===== src/rtl/stream_pkt_source.sv =====
// stream_pkt_source: valid/ready packet generator.
// On an accepted start it presents len beats of pattern data (incrementing
// or alternating seed/~seed), optionally separated by gap idle cycles, and
// flags the final beat with wlast. All outputs come straight from flops.
//
// Handshake: a beat moves on a rising clk edge where wvalid & wready are
// both high. Once wvalid is raised, wvalid/wdata/wlast hold until that
// edge, and wvalid is never a function of wready.
module stream_pkt_source #(
  parameter int DATA_WIDTH = 8,
  parameter int LEN_WIDTH  = 8,
  parameter int GAP_WIDTH  = 4
) (
  input  logic                  clk,
  input  logic                  rst,
  input  logic                  start,
  input  logic [LEN_WIDTH-1:0]  len,
  input  logic [DATA_WIDTH-1:0] seed,
  input  logic                  mode,
  input  logic [GAP_WIDTH-1:0]  gap,
  output logic [DATA_WIDTH-1:0] wdata,
  output logic                  wvalid,
  input  logic                  wready,
  output logic                  wlast,
  output logic                  busy,
  output logic                  done,
  output logic [LEN_WIDTH-1:0]  sent_cnt,
  output logic [1:0]            dbg_state
);

  typedef enum logic [1:0] {
    S_IDLE = 2'd0,
    S_SEND = 2'd1,
    S_GAP  = 2'd2
  } state_t;

  localparam logic [LEN_WIDTH-1:0] LEN_ONE = LEN_WIDTH'(1);
  localparam logic [GAP_WIDTH-1:0] GAP_ONE = GAP_WIDTH'(1);

  state_t                state_q, state_d;
  logic [DATA_WIDTH-1:0] wdata_q, wdata_d;
  logic                  wvalid_q, wvalid_d;
  logic                  wlast_q, wlast_d;
  logic                  busy_q, busy_d;
  logic                  done_q, done_d;
  logic [LEN_WIDTH-1:0]  sent_q, sent_d;
  logic [LEN_WIDTH-1:0]  len_q, len_d;
  logic                  mode_q, mode_d;
  logic [GAP_WIDTH-1:0]  gap_q, gap_d;
  logic [GAP_WIDTH-1:0]  gap_cnt_q, gap_cnt_d;

  // Register all state and outputs; reset clears everything immediately.
  always_ff @(posedge clk or negedge rst) begin
    if (!rst) begin
      state_q   <= S_IDLE;
      wdata_q   <= '0;
      wvalid_q  <= 1'b0;
      wlast_q   <= 1'b0;
      busy_q    <= 1'b0;
      done_q    <= 1'b0;
      sent_q    <= '0;
      len_q     <= '0;
      mode_q    <= 1'b0;
      gap_q     <= '0;
      gap_cnt_q <= '0;
    end else begin
      state_q   <= state_d;
      wdata_q   <= wdata_d;
      wvalid_q  <= wvalid_d;
      wlast_q   <= wlast_d;
      busy_q    <= busy_d;
      done_q    <= done_d;
      sent_q    <= sent_d;
      len_q     <= len_d;
      mode_q    <= mode_d;
      gap_q     <= gap_d;
      gap_cnt_q <= gap_cnt_d;
    end
  end

  // Next-state and next-output logic; everything holds unless changed.
  always_comb begin
    state_d   = state_q;
    wdata_d   = wdata_q;
    wvalid_d  = wvalid_q;
    wlast_d   = wlast_q;
    done_d    = 1'b0;
    sent_d    = sent_q;
    len_d     = len_q;
    mode_d    = mode_q;
    gap_d     = gap_q;
    gap_cnt_d = gap_cnt_q;
    unique case (state_q)
      S_IDLE: begin
        if (start) begin
          sent_d = '0;
          if (len != '0) begin
            state_d  = S_SEND;
            len_d    = len;
            mode_d   = mode;
            gap_d    = gap;
            wdata_d  = seed;
            wvalid_d = 1'b1;
            wlast_d  = (len == LEN_ONE);
          end else begin
            // Empty packet: nothing to send, just report completion.
            done_d = 1'b1;
          end
        end
      end
      S_SEND: begin
        if (wready) begin
          sent_d = sent_q + LEN_ONE;
          if (wlast_q) begin
            state_d  = S_IDLE;
            wvalid_d = 1'b0;
            wlast_d  = 1'b0;
            done_d   = 1'b1;
          end else begin
            // Alternating mode just flips the previous beat.
            wdata_d = mode_q ? ~wdata_q : wdata_q + DATA_WIDTH'(1);
            wlast_d = ((sent_q + LEN_ONE) == (len_q - LEN_ONE));
            if (gap_q != '0) begin
              state_d   = S_GAP;
              gap_cnt_d = gap_q;
              wvalid_d  = 1'b0;
            end
          end
        end
      end
      S_GAP: begin
        // Counter starts at gap and releases on 1, giving exactly gap idle cycles.
        if (gap_cnt_q == GAP_ONE) begin
          state_d  = S_SEND;
          wvalid_d = 1'b1;
        end else begin
          gap_cnt_d = gap_cnt_q - GAP_ONE;
        end
      end
      default: begin
        state_d  = S_IDLE;
        wvalid_d = 1'b0;
        wlast_d  = 1'b0;
      end
    endcase
    busy_d = (state_d != S_IDLE);
  end

  assign wdata     = wdata_q;
  assign wvalid    = wvalid_q;
  assign wlast     = wlast_q;
  assign busy      = busy_q;
  assign done      = done_q;
  assign sent_cnt  = sent_q;
  assign dbg_state = state_q;

endmodule


===== config.mk =====
export PLATFORM = sky130hd
export DESIGN_NAME = stream_pkt_source
export DESIGN_NICKNAME = d
export VERILOG_FILES = /design/src/rtl/stream_pkt_source.sv
export SDC_FILE = /design/constraint.sdc
export NUM_CORES = 1
export LEC_CHECK = 0
export CAP_MARGIN = 40
export CELL_PAD_IN_SITES_DETAIL_PLACEMENT = 0
export CELL_PAD_IN_SITES_GLOBAL_PLACEMENT = 1
export CORE_ASPECT_RATIO = 0.7
export CORE_MARGIN = 3
export CORE_UTILIZATION = 40
export DETAILED_ROUTE_END_ITERATION = 16
export HOLD_SLACK_MARGIN = 0.1
export PLACE_DENSITY_LB_ADDON = 0.1
export SLEW_MARGIN = 10
export SYNTH_ARGS = -nofsm -noshare
export SYNTH_HDL_FRONTEND = slang
export SYNTH_SLANG_ARGS = --single-unit

===== constraint.sdc =====
create_clock -name clk -period 3.6 [get_ports clk]
set_clock_uncertainty 0.1 [all_clocks]
set_input_delay 1.08 -clock clk [delete_from_list [all_inputs] [get_ports clk]]
set_output_delay 1.08 -clock clk [all_outputs]
set_load 0.01 [all_outputs]

Yosys cells after proc, flatten, opt, wreduce, memory -nomap -nowiden

Index checks and enable logic that the tools add are counted.

Flip-flop bits (word level): 39
Input port bits: 25
Output and inout port bits: 22

Add/subtract/negate cells: 4
Eq/ne operators: 13
Mux-type cells: 38
Bitwise operators: 2
Reductions and logical operators: 12

Operator list:

| kind                                                 | number |
|---|---|
| two-way mux 8 bit                                    | 7 |
| case mux 8 bit (2 select lines)                      | 2 |
| adder 8 x 1 -> 8 bit (second input constant)         | 2 |
| two-way mux 4 bit                                    | 4 |
| AND reduction 5 bit                                  | 3 |
| two-way mux 1 bit                                    | 14 |
| inequality test 2 bit (second input constant)        | 7 |
| two-way mux 2 bit                                    | 6 |
| equality test 8 x 1 -> 1 bit (second input constant) | 1 |
| equality test 8 bit                                  | 1 |
| inverter 8 bit                                       | 1 |
| case mux 4 bit (2 select lines)                      | 1 |
| nonzero test 8 bit                                   | 1 |
| subtractor 8 x 1 -> 8 bit (second input constant)    | 1 |
| case mux 1 bit (3 select lines)                      | 2 |
| case mux 2 bit (3 select lines)                      | 1 |
| AND reduction 3 bit                                  | 2 |
| nonzero test 2 bit                                   | 3 |
| equality test 4 x 1 -> 1 bit (second input constant) | 1 |
| AND reduction 4 bit                                  | 1 |
| nonzero test 4 bit                                   | 1 |
| subtractor 4 x 1 -> 4 bit (second input constant)    | 1 |
| inequality test 3 bit (second input constant)        | 1 |
| equality test 2 x 1 -> 1 bit (second input constant) | 1 |
| other kinds (4)                                      | 4 |

Logic depth before layout (Yosys ltp)

Gate-level depths: netlist (run 1).

Word-level depth: 6
Gate-level depth with buffers: 8
Gate-level depth less buffers: 8

Least setup slack after synthesis (run 1)

OpenSTA, ideal clock, no wires.

Path kind: input-to-reg
Start: in start
End: reg wlast_q (netlist: wlast)
Library setup time: 95 ps
Data arrival time: 2426 ps
Data required time: 3405 ps
Setup slack: 979 ps
Stages on the path: 5
Path buffers: 0
Cells stage by stage: or3b_4 -> a21oi_4 -> nor2_1 -> or4_1 -> o31ai_1

Cells in the longest elaborated chain, start to end: 2

Ends and longest elaborated chain:

| what                                   | line | RTL |
|---|---|---|
| start: declaration                     | 16   | `input logic start,` |
| inequality test 2 bit (no source line) | n/a  |  |
| AND reduction 4 bit (no source line)   | n/a  |  |
| end signal: assignment                 | 70   | `wlast_q <= wlast_d;` |
| end: declaration                       | 43   | `logic wlast_q, wlast_d;` |

No other way between the ends.
A chain may end at the register's enable or synchronous reset.

Final worst setup path (run 1)

Same ends and word-level chain as after synthesis.

==> metrics.md, run 1 <==
| Metric | Value |
|---|---|
| Startpoint of the tightest hold check path | gap_cnt_q[3]$_DFFE_PN0P_ |
| Cts bufs inserted | 5 |
| Origin of the critical flop-to-flop path | sent_cnt[0]$_DFFE_PN0P_ |
| Worst Reg2Reg Path Length in Cells | 7 |
| Combined area of all synthesized cells | 2220 sq um |
| Hold Path Stages | 1 |
| Compound-cell area share of the yosys netlist | 15.7% |
| ANT cells | 0 |
| Die Footprint | 6500 sq um |
| Library cells used by synthesis | 43 |
| Average cell area after synthesis | 8.44 sq um |
| Crit. End Element | register |
| Number of endpoints with negative hold slack in the final report | 0 |
| Largest net degree at the start of global routing | 23 |
| CTS tree | done |
| Most common cell after layout, fill and taps aside | sky130_fd_sc_hd__nand2_1 |
| Routed vias/inst | 5.24 |
| Clk buf depth | 2 |
| Buffers on Ports | 46 |
| Flip-flop and latch count after synthesis | 39 |
| Clock latency at the later pin of the worst-skew pair | 0.30 ns |
| Leakage Power | 1.22 nW |
| Fmax achieved | 344 MHz |
| Utilization after layout | 54.9% |
| Worst IR drop on VDD | 0.302 mV |
| Vias in the first global route | 1924 |
| Parity-gate share of the synthesized area counting xor and xnor cells | 7.72% |
| Pin slew with the least headroom to its limit | 0.574 ns |
| Vias after detailed routing | 2033 |
| Cts-stage hold buffer count | 0 |
| Post-Route Hold Slack | 0.405 ns |
| Sink of the worst hold path | gap_cnt_q[3]$_DFFE_PN0P_ |
| Yosys warning count | 0 |
| Width of the chip | 95.1 um |
| CP Data Arrival Time | 3.01 ns |
| Post-cts gate resize count | 0 |
| Maxcap violations | 0 |
| Number of rows created at floorplan | 22 |
| GP Congestion | 0.789 |
| Estimated wirelength of the detail-placed design | 4.34 mm |
| Outcome | finished, final reports clean |
| GR Util All Layers | 19.8% |
| Initial core utilization | 41.8% |
| Library cell used as clock root buffer | sky130_fd_sc_hd__clkbuf_8 |
| Final worst-path cycle share | 80.9% |
| Total Power Consumption | 0.00228 W |
| Fraction of final layout cells with drive strength greater than 1 | 6.65% |
| Setup repair after global routing missed its margin | no |
| Total gr overflow | 0 |
| First-iteration detailed-routing DRC count | 105 |
| Synthesis-to-layout area growth | 31.2% |
| Data required time of the critical path | 3.70 ns |
| Highest-count cells in the layout ignoring fill and taps | sky130_fd_sc_hd__nand2_1 (55), sky130_fd_sc_hd__clkdlybuf4s50_1 (45), sky130_fd_sc_hd__dfrtp_1 (39), sky130_fd_sc_hd__o21ai_0 (26), sky130_fd_sc_hd__nor2_1 (22) |
| Main combinational cell family by area after synthesis | simple AND/OR/NAND/NOR gates |
| Total number of clock tree sinks | 39 |
| Final wirelength | 5.84 mm |
| Global-route wire length before repair | 9.84 mm |
| Average detailed-routed wire length per instance | 15.0 um |
| Flop-to-flop setup slack | 1.32 ns |
| Fin crit period | 2.91 ns |
| Number of cells produced by synthesis | 263 |
| Hold/Removal Path Class | register to register |
| Synthesized Nets | 293 |
| Maximum net fanout on the critical path | 4 |
| Final-report setup violation count | 0 |
| Relative max-transition margin | 61.6% |
| Number of iterations in the first detailed-routing pass | 4 |
| Final-layout setup total negative slack | 0 ns |
| Proportion of synthesized chip area in sequential cells | 43.9% |
| Post-route worst setup slack | 0.689 ns |
| Remaining routing DRC violations | 0 |
| Placement-stage worst setup slack | 0.383 ns |
| Post-synthesis simple-gate area fraction | 26.1% |
| Standard cell core area | 5310 sq um |
| I/O Pins | 47 |
| Critical Path Source Type | input pin |
| Fin. max-slew vios | 0 |
| Setup Fix Bufs, Post-CTS | 0 |
| Antenna violations before repair | 0 |
| Power density over the cells | 781 nW/um^2 |
| Final-stage net count | 345 |
| Adder-cell share of the synthesized area | 2.82% |
| H-tree depth reported by CTS | 2 |
| Post-route ant nets | 0 |
| Proportion of synthesized area in mux cells | 0.451% |
| Endpoint of the worst-slack reg-to-reg timing path | wlast$_DFFE_PN0P_ |
| Clock-pin transition on the worst setup and hold timing paths | 0.09 ns |
| Vertical die dimension | 68.3 um |
| Worst Path Class, Setup | input pin to register |
synthesized netlist by cell type:
cell	n	area share, %
sky130_fd_sc_hd__a21boi_0	1	0.34
sky130_fd_sc_hd__or4_1	2	0.68
sky130_fd_sc_hd__a32o_1	2	0.90
sky130_fd_sc_hd__nand2_1	55	9.3
sky130_fd_sc_hd__inv_1	9	1.5
sky130_fd_sc_hd__nor3_2	1	0.45
sky130_fd_sc_hd__nor3_1	11	2.5
sky130_fd_sc_hd__a21oi_1	13	2.9
sky130_fd_sc_hd__or3b_4	1	0.51
sky130_fd_sc_hd__nor4_1	6	1.7
sky130_fd_sc_hd__or3_1	2	0.56
sky130_fd_sc_hd__o32a_1	1	0.45
sky130_fd_sc_hd__nand3_2	1	0.45
sky130_fd_sc_hd__xnor3_1	1	1.0
sky130_fd_sc_hd__o31ai_1	1	0.34
sky130_fd_sc_hd__a311oi_1	1	0.39
sky130_fd_sc_hd__and3_1	3	0.85
sky130_fd_sc_hd__nor3b_1	2	0.68
sky130_fd_sc_hd__a31oi_1	2	0.56
sky130_fd_sc_hd__nand3b_1	1	0.34
sky130_fd_sc_hd__nand4_1	1	0.28
sky130_fd_sc_hd__buf_6	1	0.51
sky130_fd_sc_hd__o21ai_1	1	0.23
sky130_fd_sc_hd__xor2_1	5	2.0
sky130_fd_sc_hd__dfrtp_1	39	44
sky130_fd_sc_hd__o21a_1	1	0.34
sky130_fd_sc_hd__a21oi_4	1	0.73
sky130_fd_sc_hd__and2_1	2	0.56
sky130_fd_sc_hd__nor2_1	22	3.7
sky130_fd_sc_hd__or2_2	1	0.28
sky130_fd_sc_hd__mux2i_1	1	0.45
sky130_fd_sc_hd__nand2b_1	2	0.56
sky130_fd_sc_hd__o41ai_1	1	0.39
sky130_fd_sc_hd__ha_1	5	2.8
sky130_fd_sc_hd__a221oi_1	1	0.39
sky130_fd_sc_hd__o211ai_1	2	0.68
sky130_fd_sc_hd__o21ai_0	26	5.9
sky130_fd_sc_hd__clkbuf_1	7	1.2
sky130_fd_sc_hd__nand3_1	11	2.5
sky130_fd_sc_hd__nor2b_1	1	0.28
sky130_fd_sc_hd__xnor2_1	12	4.7
sky130_fd_sc_hd__a211oi_1	1	0.34
sky130_fd_sc_hd__o22ai_1	3	0.85
report_power, final:
part	switching (W)	internal [W]
Combinational	0.000561	0.000523
Clock	0.000167	0.000207
Sequential	0.000210	0.000608
Total	0.000938	0.00134
routing by layer:
metal,wire length (um),vias up,GRT usage (%)
met4,43,0,4.86
met5,0,-,0
met1,3120,951,30.0
met3,364,7,4.73
met2,2310,51,28.0
li1,-,1024,-
critical path: stages:
cell and delay (ns):
sky130_fd_sc_hd__clkdlybuf4s50_1 0.52, sky130_fd_sc_hd__or3b_4 0.42, sky130_fd_sc_hd__a21oi_4 0.17, sky130_fd_sc_hd__nor2_1 0.07, sky130_fd_sc_hd__or4_1 0.52, sky130_fd_sc_hd__o31ai_1 0.23
worst max-delay path by stage:
stage | slack, ns | from | end | cells past startpoint
after detailed placement | 0.38 | start | wlast$_DFFE_PN0P_ | 6
final | 0.69 | start | wlast$_DFFE_PN0P_ | 6
after floorplan | 0.98 | start | wlast$_DFFE_PN0P_ | 5
after CTS | 0.70 | start | wlast$_DFFE_PN0P_ | 6
after global routing | 0.53 | len[0] | wdata[0]$_DFFE_PN0P_ | 8
after global placement | 0.45 | start | wlast$_DFFE_PN0P_ | 6
flip-flops by register name, summed over array words and instances (netlist names):
register and flops:
gap_q 4, busy 1, done 1, mode_q 1, sent_cnt 8, wvalid 1, wlast 1, gap_cnt_q 4
len_q 8, wdata 8, dbg_state 2
cell type report:
type / count / area, sq um
fillers: 517 / 2400
multi-input cells: 207 / 1170
flip-flops and latches: 39 / 976
repair buffers: 53 / 528
well taps: 72 / 90.1
clock buffers: 5 / 68.8
clock inverters: 3 / 43.8
inverters: 9 / 33.8
metrics by stage:
step	std cells	cell area (sq um)
after global placement	379	2770
after CTS	388	2910
final	388	2910
after detailed placement	380	2800
after global routing	388	2910
after floorplan	263	2220
cell families after synthesis:
logic type | count (synthesis)
adder cells (fa/ha/maj) | 5
multiplexers | 1
AND/OR/NAND/NOR | 125
flip-flops | 39
XOR/XNOR | 18
buffers and inverters | 17
AO/OA/AOI/OAI | 58
Power figures use the tool's default switching activity.
==> inputs of run 2 (changes only) <==
--- a/config.mk
+++ b/config.mk
@@ -10,7 +10,7 @@
 export CELL_PAD_IN_SITES_GLOBAL_PLACEMENT = 1
 export CORE_ASPECT_RATIO = 0.7
 export CORE_MARGIN = 3
-export CORE_UTILIZATION = 40
+export CORE_UTILIZATION = 34
 export DETAILED_ROUTE_END_ITERATION = 16
 export HOLD_SLACK_MARGIN = 0.1
 export PLACE_DENSITY_LB_ADDON = 0.1
==> constraint.sdc (replaced) <==
create_clock -name clk -period 2.58 [get_ports clk]
set_clock_uncertainty 0.1 [all_clocks]
set_input_delay 0.774 -clock clk [delete_from_list [all_inputs] [get_ports clk]]
set_output_delay 0.774 -clock clk [all_outputs]
set_load 0.01 [all_outputs]
==> run 2 against run 1 <==
Against the previous run: power is 42% higher; routed wire length is 4.5% higher; sequential cell count stayed put; global-route usage is 3.0 points lower; cell count is 5.2% higher; die area is 16% higher; critical path depth stayed put; clock-buffer cell count is 1 higher; non-clock buffer count is 18 higher; critical path type unchanged; largest cell class unchanged; largest power group unchanged.
==> metrics.md, run 2 (same netlist as run 1, synthesis figures left out) <==
| Metric | Value |
|---|---|
| Outcome | finished, final reports clean |
| Buffers plus inverters on the worst setup path | 1 (unchanged) |
| Vias in the first global route | 1939 (+0.78%) |
| Fmax achieved | 399 MHz |
| Most common cell after layout, fill and taps aside | sky130_fd_sc_hd__nand2_1 |
| Cts bufs inserted | 5 (unchanged) |
| Total gr overflow | 0 (unchanged) |
| GR Util All Layers | 16.8% (-3.0 points) |
| Maxcap violations | 0 (unchanged) |
| Pin slew with the least headroom to its limit | 0.515 ns (-0.0593 ns) |
| Critical Path Source | start |
| Flop-to-flop setup slack | 0.22 ns (-1.10 ns) |
| Number of iterations in the first detailed-routing pass | 4 (unchanged) |
| Relative max-transition margin | 65.7% (+4.1 points) |
| Largest delay contributor family on the critical path | simple AND/OR/NAND/NOR gates |
| Final-stage net count | 363 (+5.2%) |
| Setup repair after global routing missed its margin | no |
| Average detailed-routed wire length per instance | 14.9 um (-0.63%) |
| Final worst-path cycle share | 97.0% |
| Critical-path top delay cell | sky130_fd_sc_hd__or4_1 |
| Hold Path Stages | 1 (unchanged) |
| Global-route wire length before repair | 9.76 mm (-0.77%) |
| Fin. max-slew vios | 0 (unchanged) |
| Utilization after layout | 50.4% (-4.5 points) |
| CTS tree | done |
| Final Non-Filler Cells | 408 (+5.2%) |
| GP Congestion | 0.795 (+0.84%) |
| Final-report setup violation count | 0 (unchanged) |
| Origin of the critical flop-to-flop path | sent_cnt[0]$_DFFE_PN0P_ |
| Post-route ant nets | 0 (unchanged) |
| H-tree depth reported by CTS | 2 (unchanged) |
| Largest net degree at the start of global routing | 40 (+74%) |
| Initial core utilization | 36.9% (-4.9 points) |
| Delay of the slowest cell on the worst path | 0.54 ns (+0.02 ns) |
| Critical Path Source Type | input pin |
| Total length of routed met3 wires | 310 um (-15%) |
| Endpoint of the worst-slack reg-to-reg timing path | wlast$_DFFE_PN0P_ |
| Post-route worst setup slack | 0.0768 ns (-0.612 ns) |
| Worst IR drop on VDD | 0.488 mV (+62%) |
| Post-Place Cells | 400 (+5.3%) |
| CP Data Arrival Time | 2.61 ns (-0.40 ns) |
| Data required time of the critical path | 2.69 ns (-1.01 ns) |
| Fraction of final layout cells with drive strength greater than 1 | 11.7% (+5.1 points) |
| Routed vias/inst | 5.13 (-2.0%) |
| Estimated wirelength of the detail-placed design | 4.48 mm (+3.1%) |
| Power density over the cells | 1070 nW/um^2 (+37%) |
| CP Depth | 6 (unchanged) |
| I/O Pins | 47 (unchanged) |
| Synthesis-to-layout area growth | 36.5% |
| Die Footprint | 7550 sq um (+16%) |
| ANT cells | 0 (unchanged) |
| Crit. End Element | register |
| Clock latency at the later pin of the worst-skew pair | 0.29 ns (about the same) |
| Maximum net fanout on the critical path | 3 (-1) |
| Total length of routed met2 wires | 2.43 mm (+5.3%) |
| Standard cell core area | 6010 sq um (+13%) |
| First-iteration detailed-routing DRC count | 101 (-3.8%) |
| Placement-stage worst setup slack | -0.247 ns (-0.630 ns) |
| End point of the critical path | wlast$_DFFE_PN0P_ |
| Leakage Power | 1.29 nW (+6.2%) |
| Remaining routing DRC violations | 0 (unchanged) |
| Final-layout setup total negative slack | 0 ns (unchanged) |
| Series of cell instances along the critical path | clkdlybuf4s50_1 -> or3b_4 -> a21oi_4 -> nor2_1 -> or4_1 -> o31ai_2 |
| Number of endpoints with negative hold slack in the final report | 0 (unchanged) |
| Final wirelength | 6.10 mm (+4.5%) |
| Clk buf depth | 2 (unchanged) |
| Antenna violations before repair | 0 (unchanged) |
| Worst Path Class, Setup | input pin to register |
| Vias after detailed routing | 2095 (+3.0%) |
| Worst Reg2Reg Path Length in Cells | 7 (unchanged) |
| Total number of clock tree sinks | 39 (unchanged) |
| Fill cell count | 598 (+16%) |
| Fin crit period | 2.50 ns |
| Library cell used as clock root buffer | sky130_fd_sc_hd__clkbuf_8 |
| Width of the chip | 103 um (+7.9%) |
| Topmost layer with routed signal wires | met4 |
| Clock-pin transition on the worst setup and hold timing paths | 0.08 ns (about the same) |
| Vertical die dimension | 73.6 um (+7.7%) |
| Buffers on Ports | 46 (unchanged) |
| Number of rows created at floorplan | 23 (+4.5%) |
| Highest-count cells in the layout ignoring fill and taps | sky130_fd_sc_hd__nand2_1 (55), sky130_fd_sc_hd__clkdlybuf4s50_1 (45), sky130_fd_sc_hd__dfrtp_1 (39), sky130_fd_sc_hd__o21ai_0 (26), sky130_fd_sc_hd__buf_4 (25) |
| DRT met1 WL | 3.31 mm (+6.2%) |
| Total Power Consumption | 0.00324 W (+42%) |
| Hold/Removal Path Class | register to register |
[run 2: power breakdown]
| group | internal, W | leakage [nW] | switching [W] |
|---|---|---|---|
| clock | 0.000284 | 0.0513 | 0.000223 |
| sequential | 0.000849 | 0.488 | 0.000301 |
| combinational | 0.000781 | 0.754 | 0.000800 |
[run 2: layout make-up]
type	count	area [sq um]	share of cell area, %
clock buffer	6	72.6	2.39
multi-input combinational	207	1180	39.0
sequential	39	976	32.2
tap	75	93.8	3.10
timing repair buffer	71	643	21.2
clock inverter	1	30.0	0.991
inverter	9	33.8	1.11
[run 2: worst min-delay path by stage]
stage,from,to
after floorplan,gap_q[2]$_DFFE_PN0P_,gap_q[2]$_DFFE_PN0P_
after detailed placement,gap_cnt_q[3]$_DFFE_PN0P_,gap_cnt_q[3]$_DFFE_PN0P_
after global routing,len_q[6]$_DFFE_PN0P_,len_q[6]$_DFFE_PN0P_
final,gap_cnt_q[3]$_DFFE_PN0P_,gap_cnt_q[3]$_DFFE_PN0P_
after global placement,gap_cnt_q[3]$_DFFE_PN0P_,gap_cnt_q[3]$_DFFE_PN0P_
after CTS,gap_cnt_q[3]$_DFFE_PN0P_,gap_cnt_q[3]$_DFFE_PN0P_
[run 2: stage by stage]
stage	hold slack (ns)	cell area, sq um
2_1_floorplan	0.354	2220
3_3_place_gp	0.394	2910
3_5_place_dp	0.391	2910
4_1_cts	0.405	3020
5_1_grt	0.442	3030
6_report	0.403	3030
[run 2: metal layers]
layer / track usage, % / vias up
li1: - / 1058
met1: 26.3 / 987
met2: 22.8 / 46
met3: 4.27 / 4
met4: 3.93 / 0
met5: 0 / -
[run 2: worst register-to-register path: cells and delay by family, from the launching register on]
family	cells	cell delay, ns
adders and majority gates	1	0.28
and+or+nand+nor	3	0.72
AOI/OAI and AO/OA	3	0.68
DFF	1	0.46
[run 2: repair_timing]
action,CTS,global route
hold buffers,0,0
endpoints found under the hold margin,0,0
buffers inserted,0,1
setup endpoints to repair,0,7
resized for setup,0,2
